===== config.mk =====
export PLATFORM = sky130hd
export DESIGN_NAME = game_state_ctrl
export DESIGN_NICKNAME = d
export VERILOG_FILES = /design/src/rtl/game_pkg.sv /design/src/rtl/frame_timer.sv /design/src/rtl/game_state_ctrl.sv
export SDC_FILE = /design/constraint.sdc
export NUM_CORES = 1
export LEC_CHECK = 0
export BUFFER_PORTS_ARGS = -buffer_cell sky130_fd_sc_hd__buf_2
export CAP_MARGIN = 20
export CELL_PAD_IN_SITES_DETAIL_PLACEMENT = 1
export CELL_PAD_IN_SITES_GLOBAL_PLACEMENT = 2
export CORE_AREA = 2 2 65 73
export CTS_CLUSTER_SIZE = 10
export DETAILED_ROUTE_END_ITERATION = 12
export DIE_AREA = 0 0 67 75
export PLACE_DENSITY = 0.86
export SYNTH_ARGS = -nofsm -noshare
export SYNTH_HDL_FRONTEND = slang
export SYNTH_HIERARCHICAL = 1
export SYNTH_SLANG_ARGS = --single-unit

===== constraint.sdc =====
create_clock -name Clk -period 4.6 [get_ports Clk]
set_clock_uncertainty 0.1 [all_clocks]
set_input_delay 0.46 -clock Clk [delete_from_list [all_inputs] [get_ports Clk]]
set_output_delay 0.46 -clock Clk [all_outputs]
set_load 0.03 [all_outputs]

===== src/rtl/game_pkg.sv =====
// Shared types and default timing for the maze-game state controller.
// Holds the state encoding, default lives/frame counts and a level helper.
package game_pkg;

    typedef enum logic [2:0] {
        ST_IDLE   = 3'd0,
        ST_READY  = 3'd1,
        ST_PLAY   = 3'd2,
        ST_DYING  = 3'd3,
        ST_CLEAR  = 3'd4,
        ST_OVER   = 3'd5,
        ST_PAUSED = 3'd6
    } game_state_e;

    localparam int LIVES_INIT_DEF   = 3;
    localparam int READY_FRAMES_DEF = 120;
    localparam int DYING_FRAMES_DEF = 60;
    localparam int CLEAR_FRAMES_DEF = 90;

    localparam logic [3:0] LEVEL_MAX = 4'd15;

    function automatic logic [3:0] level_next(input logic [3:0] level);
        return (level == LEVEL_MAX) ? LEVEL_MAX : level + 4'd1;
    endfunction

endpackage


===== src/rtl/frame_timer.sv =====
// 8-bit frame-tick counter with synchronous clear and a done-at-N compare.
// done_o fires combinationally on the tick that would make the count reach n_i.
module frame_timer (
    input  logic       Clk,
    input  logic       Reset,
    input  logic       clear_i,
    input  logic       tick_i,
    input  logic [7:0] n_i,
    output logic       done_o
);

    logic [7:0] cnt_q;
    logic [7:0] cnt_d;

    assign done_o = tick_i && (cnt_q == n_i - 8'd1);

    always_comb begin
        cnt_d = cnt_q;
        if (clear_i) begin
            cnt_d = 8'd0;
        end else if (tick_i) begin
            cnt_d = cnt_q + 8'd1;
        end
    end

    // NOTE: sequential state uses non-blocking assignments so all flops update together.
    always_ff @(posedge Clk) begin
        if (Reset) begin
            cnt_q <= 8'd0;
        end else begin
            cnt_q <= cnt_d;
        end
    end

endmodule


===== src/rtl/game_state_ctrl.sv =====
// Game flow FSM: IDLE/READY/PLAY/DYING/CLEAR/OVER with lives, level and pulses.
// Optional pause support (PAUSED state, pause_key port) when GAME_PAUSE_EN is defined.
module game_state_ctrl
    import game_pkg::*;
#(
    parameter int LIVES_INIT   = LIVES_INIT_DEF,
    parameter int READY_FRAMES = READY_FRAMES_DEF,
    parameter int DYING_FRAMES = DYING_FRAMES_DEF,
    parameter int CLEAR_FRAMES = CLEAR_FRAMES_DEF
) (
    input  logic       Clk,
    input  logic       Reset,
    input  logic       frame_tick,
    input  logic       start_key,
    input  logic       collide,
    input  logic       all_eaten,
`ifdef GAME_PAUSE_EN
    input  logic       pause_key,
`endif
    output logic [2:0] state,
    output logic [2:0] lives,
    output logic [3:0] level,
    output logic       freeze,
    output logic       respawn,
    output logic       pellet_reload
);

    localparam logic [2:0] LIVES_LOAD = 3'(LIVES_INIT);
    localparam logic [7:0] READY_N    = 8'(READY_FRAMES);
    localparam logic [7:0] DYING_N    = 8'(DYING_FRAMES);
    localparam logic [7:0] CLEAR_N    = 8'(CLEAR_FRAMES);

    game_state_e state_q, state_d;
    logic [2:0]  lives_q, lives_d;
    logic [3:0]  level_q, level_d;
    logic        respawn_q, respawn_d;
    logic        reload_q, reload_d;

    logic        timer_tick;
    logic        timer_clear;
    logic        timer_done;
    logic [7:0]  timer_n;

`ifdef GAME_PAUSE_EN
    logic pause_q;
    logic pause_rise;
    assign pause_rise = pause_key && !pause_q;
`endif

    // Only the timed states consume frame ticks; everything else parks the counter.
    always_comb begin
        timer_n    = READY_N;
        timer_tick = 1'b0;
        unique case (state_q)
            ST_READY: begin timer_n = READY_N; timer_tick = frame_tick; end
            ST_DYING: begin timer_n = DYING_N; timer_tick = frame_tick; end
            ST_CLEAR: begin timer_n = CLEAR_N; timer_tick = frame_tick; end
            default:  ;
        endcase
    end

    // Any state change restarts the count, so a coinciding tick is dropped.
    assign timer_clear = (state_d != state_q);

    frame_timer u_frame_timer (
        .Clk     (Clk),
        .Reset   (Reset),
        .clear_i (timer_clear),
        .tick_i  (timer_tick),
        .n_i     (timer_n),
        .done_o  (timer_done)
    );

    // NOTE: every output of this block gets a default first, so no latch is inferred.
    always_comb begin
        state_d   = state_q;
        lives_d   = lives_q;
        level_d   = level_q;
        respawn_d = 1'b0;
        reload_d  = 1'b0;
        unique case (state_q)
            ST_IDLE, ST_OVER: begin
                if (start_key) begin
                    state_d   = ST_READY;
                    lives_d   = LIVES_LOAD;
                    level_d   = 4'd1;
                    respawn_d = 1'b1;
                    reload_d  = 1'b1;
                end
            end
            ST_READY: begin
                if (timer_done) state_d = ST_PLAY;
            end
            ST_PLAY: begin
                if (all_eaten) begin
                    state_d = ST_CLEAR;
                end else if (collide) begin
                    state_d = ST_DYING;
`ifdef GAME_PAUSE_EN
                end else if (pause_rise) begin
                    state_d = ST_PAUSED;
`endif
                end
            end
            ST_DYING: begin
                if (timer_done) begin
                    lives_d = lives_q - 3'd1;
                    if (lives_q == 3'd1) begin
                        state_d = ST_OVER;
                    end else begin
                        state_d   = ST_READY;
                        respawn_d = 1'b1;
                    end
                end
            end
            ST_CLEAR: begin
                if (timer_done) begin
                    state_d   = ST_READY;
                    level_d   = level_next(level_q);
                    respawn_d = 1'b1;
                    reload_d  = 1'b1;
                end
            end
`ifdef GAME_PAUSE_EN
            ST_PAUSED: begin
                if (pause_rise) state_d = ST_PLAY;
            end
`endif
            default: state_d = ST_IDLE;
        endcase
    end

    always_ff @(posedge Clk) begin
        if (Reset) begin
            state_q   <= ST_IDLE;
            lives_q   <= 3'd0;
            level_q   <= 4'd0;
            respawn_q <= 1'b0;
            reload_q  <= 1'b0;
        end else begin
            state_q   <= state_d;
            lives_q   <= lives_d;
            level_q   <= level_d;
            respawn_q <= respawn_d;
            reload_q  <= reload_d;
        end
    end

`ifdef GAME_PAUSE_EN
    always_ff @(posedge Clk) begin
        if (Reset) begin
            pause_q <= 1'b0;
        end else begin
            pause_q <= pause_key;
        end
    end
`endif

    assign state         = state_q;
    assign lives         = lives_q;
    assign level         = level_q;
    assign freeze        = (state_q != ST_PLAY);
    assign respawn       = respawn_q;
    assign pellet_reload = reload_q;

endmodule


==> impl_metrics.csv <==
group,metric,value,unit
floorplanning,fp.dieH,75,um
critical_path,worst_path_largest_cell_delay,680,ps
power,p_per_area,258,nW/um2
critical_path,crit_top_cell,"a21oi_1",
synth,ys_warn_count,6,
critical_path,r2r_slack,790,ps
placed_design,dp_hpwl,2740,um
detailed_routing,drt_wl_total,3470,um
critical_path,criticalPathCategory,"reg -> reg",
cts,max-clock-path-buffers,2,
critical_path,crit_path_top_delay_cell,"dfxtp_1",
detailed_routing,drt_first_iter_violations,40,
sta,fin_crit,3810,ps
cts,clock-root-buffer,"clkbuf_8",
critical_path,crit_buf_inv,2,
critical_path,worst_setup_path_end_kind,"register",
finish,drive_gt1_share,21.6,%
critical_path,rr_worst_depth,15,
sta,slew_viol_final,0,
sta,rsz0062_at_grt,"false",
hold_path,min_from,"u_frame_timer/cnt_q[7]",
synth,synth_top_area_share,28.3,%
placed_design,portBuffers,18,
finish,layout.nets,203,
global_routing,busiest_layer,"met2",
finish,num_antenna_cells,0,
critical_path,required,4650,ps
synth,async_flop_share,0,%
cts,cts_made_buffers,3,
synth,syn-cell-area,1420,um2
cts,h-tree-depth,1,
sta,hold_viol_final,0,
floorplanning,rows,25,
synth,synth_seq_cells,20,
floorplanning,dieArea,5030,um2
placed_design,dp.cells,241,
detailed_routing,vias_per_cell,5.00,
critical_path,reg2reg_from,"state[2]",
sta,setup_violations,0,
critical_path,critPathLaunchType,"register",
global_routing,grt_pass1_wl,5800,um
global_routing,grt_pass1_vias,1263,
global_routing,grt_use_met1,17.4,%
floorplanning,start_util,33.3,%
detailed_routing,drc,0,
global_routing,grtUsageTotal,15.2,%
placed_design,place.gp.congestion,0.869,
detailed_routing,avgRoutedWirePerCell,14.2,um
critical_path,path_cells,"nor3b_2, inv_1, ha_1, nand2b_1, a21oi_1, a31oi_1, a21oi_1, a2111oi_2, buf_4, and4b_1, nor2b_1, nor3_1, o21ai_1, or2_2, nor2_1",
synth,synth_common_cells,"dfxtp_1 (20), nor2_1 (20), nand2_1 (9)",
cts,cts_tree,"done",
detailed_routing,ant_nets,0,
critical_path,crit_fanout,16,
global_routing,gr-usage-met3,3.29,%
synth,synth_area_leaders,"dfxtp_1 (28%), nor2_1 (5.3%), xnor2_1 (4.9%), xor2_1 (4.9%), ha_1 (4.4%)",
power,ir_drop,0.106,mV
critical_path,cp_top_family,"simple AND/OR/NAND/NOR gates",
detailed_routing,drtPass1Iterations,3,
sta,fmax,263,MHz
cts,clock_latency,260,ps
sta,fin_setup_tns,0,ps
global_routing,antenna_found_initial,0,
finish,final_area,1620,um2
power,p_leak,0.602,nW
critical_path,worstPathArrival,3860,ps
hold_path,hold_path_depth,2,
synth,synth-main-ff-cell,"dfxtp_1",
critical_path,critPathLaunch,"state[2]",
finish,utilization,38.0,%
finish,area_delta_synth_final,14.0,%
floorplanning,dieWidth,67,um
cts,ctsResizeCount,0,
sta,tightestPinTransition,671,ps
sta,fin_crit_sh,82.8,%
cts,cts_setup_buffers,0,
cts,cts.sinks,20,
global_routing,overflow,0,
placed_design,place_area,1570,um2
flow_run,cap_violations,0,
synth,synth_edf_count,0,
hold_path,worstHoldPathType,"reg -> reg",
global_routing,grt_util_met2,27.5,%
cts,clk_pin_slew,70,ps
floorplanning,num_io_pins,19,
critical_path,cp.depth,15,
synth,syn_avg_cell_area,8.64,um2
finish,final_cell_count_no_fill,244,
global_routing,grt_max_degree,20,
sta,slew_headroom,55.2,%
synth,syn_inst,164,
synth,seq_area_frac_synth,28.3,%
synth,synth_largest_area_cell,"dfxtp_1",
status,status,"finished clean",
floorplanning,core_area,4250,um2
detailed_routing,vias,1221,
cts,ctsHoldBuffers,0,
synth,synthDistinctLibCells,54,
state kept, by name (all words and copies together) (netlist names):
name                 cells
pellet_reload            1
u_frame_timer/cnt_q      8
lives                    3
state                    3
level                    4
respawn                  1
cells by family after synthesis:
family / Yosys count / synth area share (%)
AOI/OAI and AO/OA: 33 / 19.5
xor gates and xnor gates: 16 / 9.89
adders and majority gates: 5 / 4.42
buffers and inverters: 17 / 6.10
DFF: 20 / 28.3
muxes: 2 / 1.77
other: 2 / 0.530
and+or+nand+nor: 69 / 29.5
metal layers:
layer  vias to the layer above  routed length, um
li1                        626                  -
met3                         6                122
met5                         -                  0
met4                         0                 68
met1                       572               1540
met2                        17               1740
power breakdown:
group / switching [W] / leakage (nW) / internal, W
sequential: 0.0000156 / 0.163 / 0.000181
combinational: 0.0000625 / 0.418 / 0.0000409
clock: 0.0000589 / 0.0216 / 0.0000584
total: 0.000137 / 0.602 / 0.000280
through the flow:
stage,power (W),hold slack (ps),setup slack (ps)
floorplan,0.000283,370,1170
global placement,0.000301,392,966
detailed placement,0.000305,400,747
CTS,0.000427,411,752
global route,0.000446,413,382
finish,0.000417,400,793
path summary, 6_finish.rpt:
path | endpoint
min | u_frame_timer/cnt_q[7]
min reg2reg | u_frame_timer/cnt_q[7]
max | u_frame_timer/cnt_q[3]
max reg2reg | u_frame_timer/cnt_q[3]
layout make-up:
class,count,area [um2]
flip-flops and latches,20,400
well taps,54,67.6
clock buffers,3,41.3
inverters,8,30.0
repair buffers,19,97.6
fillers,539,2640
multi-input cells,140,978
worst min-delay path, cell delays in order, from the launching register on:
cell and delay [ps]:
dfxtp_1 330, o21ai_0 70, a21oi_1 60
placed cells by master (no fill, tap or decap), drive strengths merged, types with 4 or more instances in the layout:
| master | Yosys | final |
|---|---|---|
| nand2 | 9 | 9 |
| conb | 2 | 15 |
| nand2b | 5 | 5 |
| dfxtp | 20 | 20 |
| a211oi | 5 | 5 |
| inv | 8 | 8 |
| buf | 6 | 19 |
| xor2 | 8 | 8 |
| nor3 | 6 | 6 |
| a21oi | 7 | 7 |
| ha | 5 | 5 |
| nand3 | 4 | 4 |
| nand4 | 4 | 4 |
| o21ai | 5 | 5 |
| xnor2 | 8 | 8 |
| or3 | 4 | 4 |
| nor2 | 20 | 20 |
(Power assumes the default switching activity.)
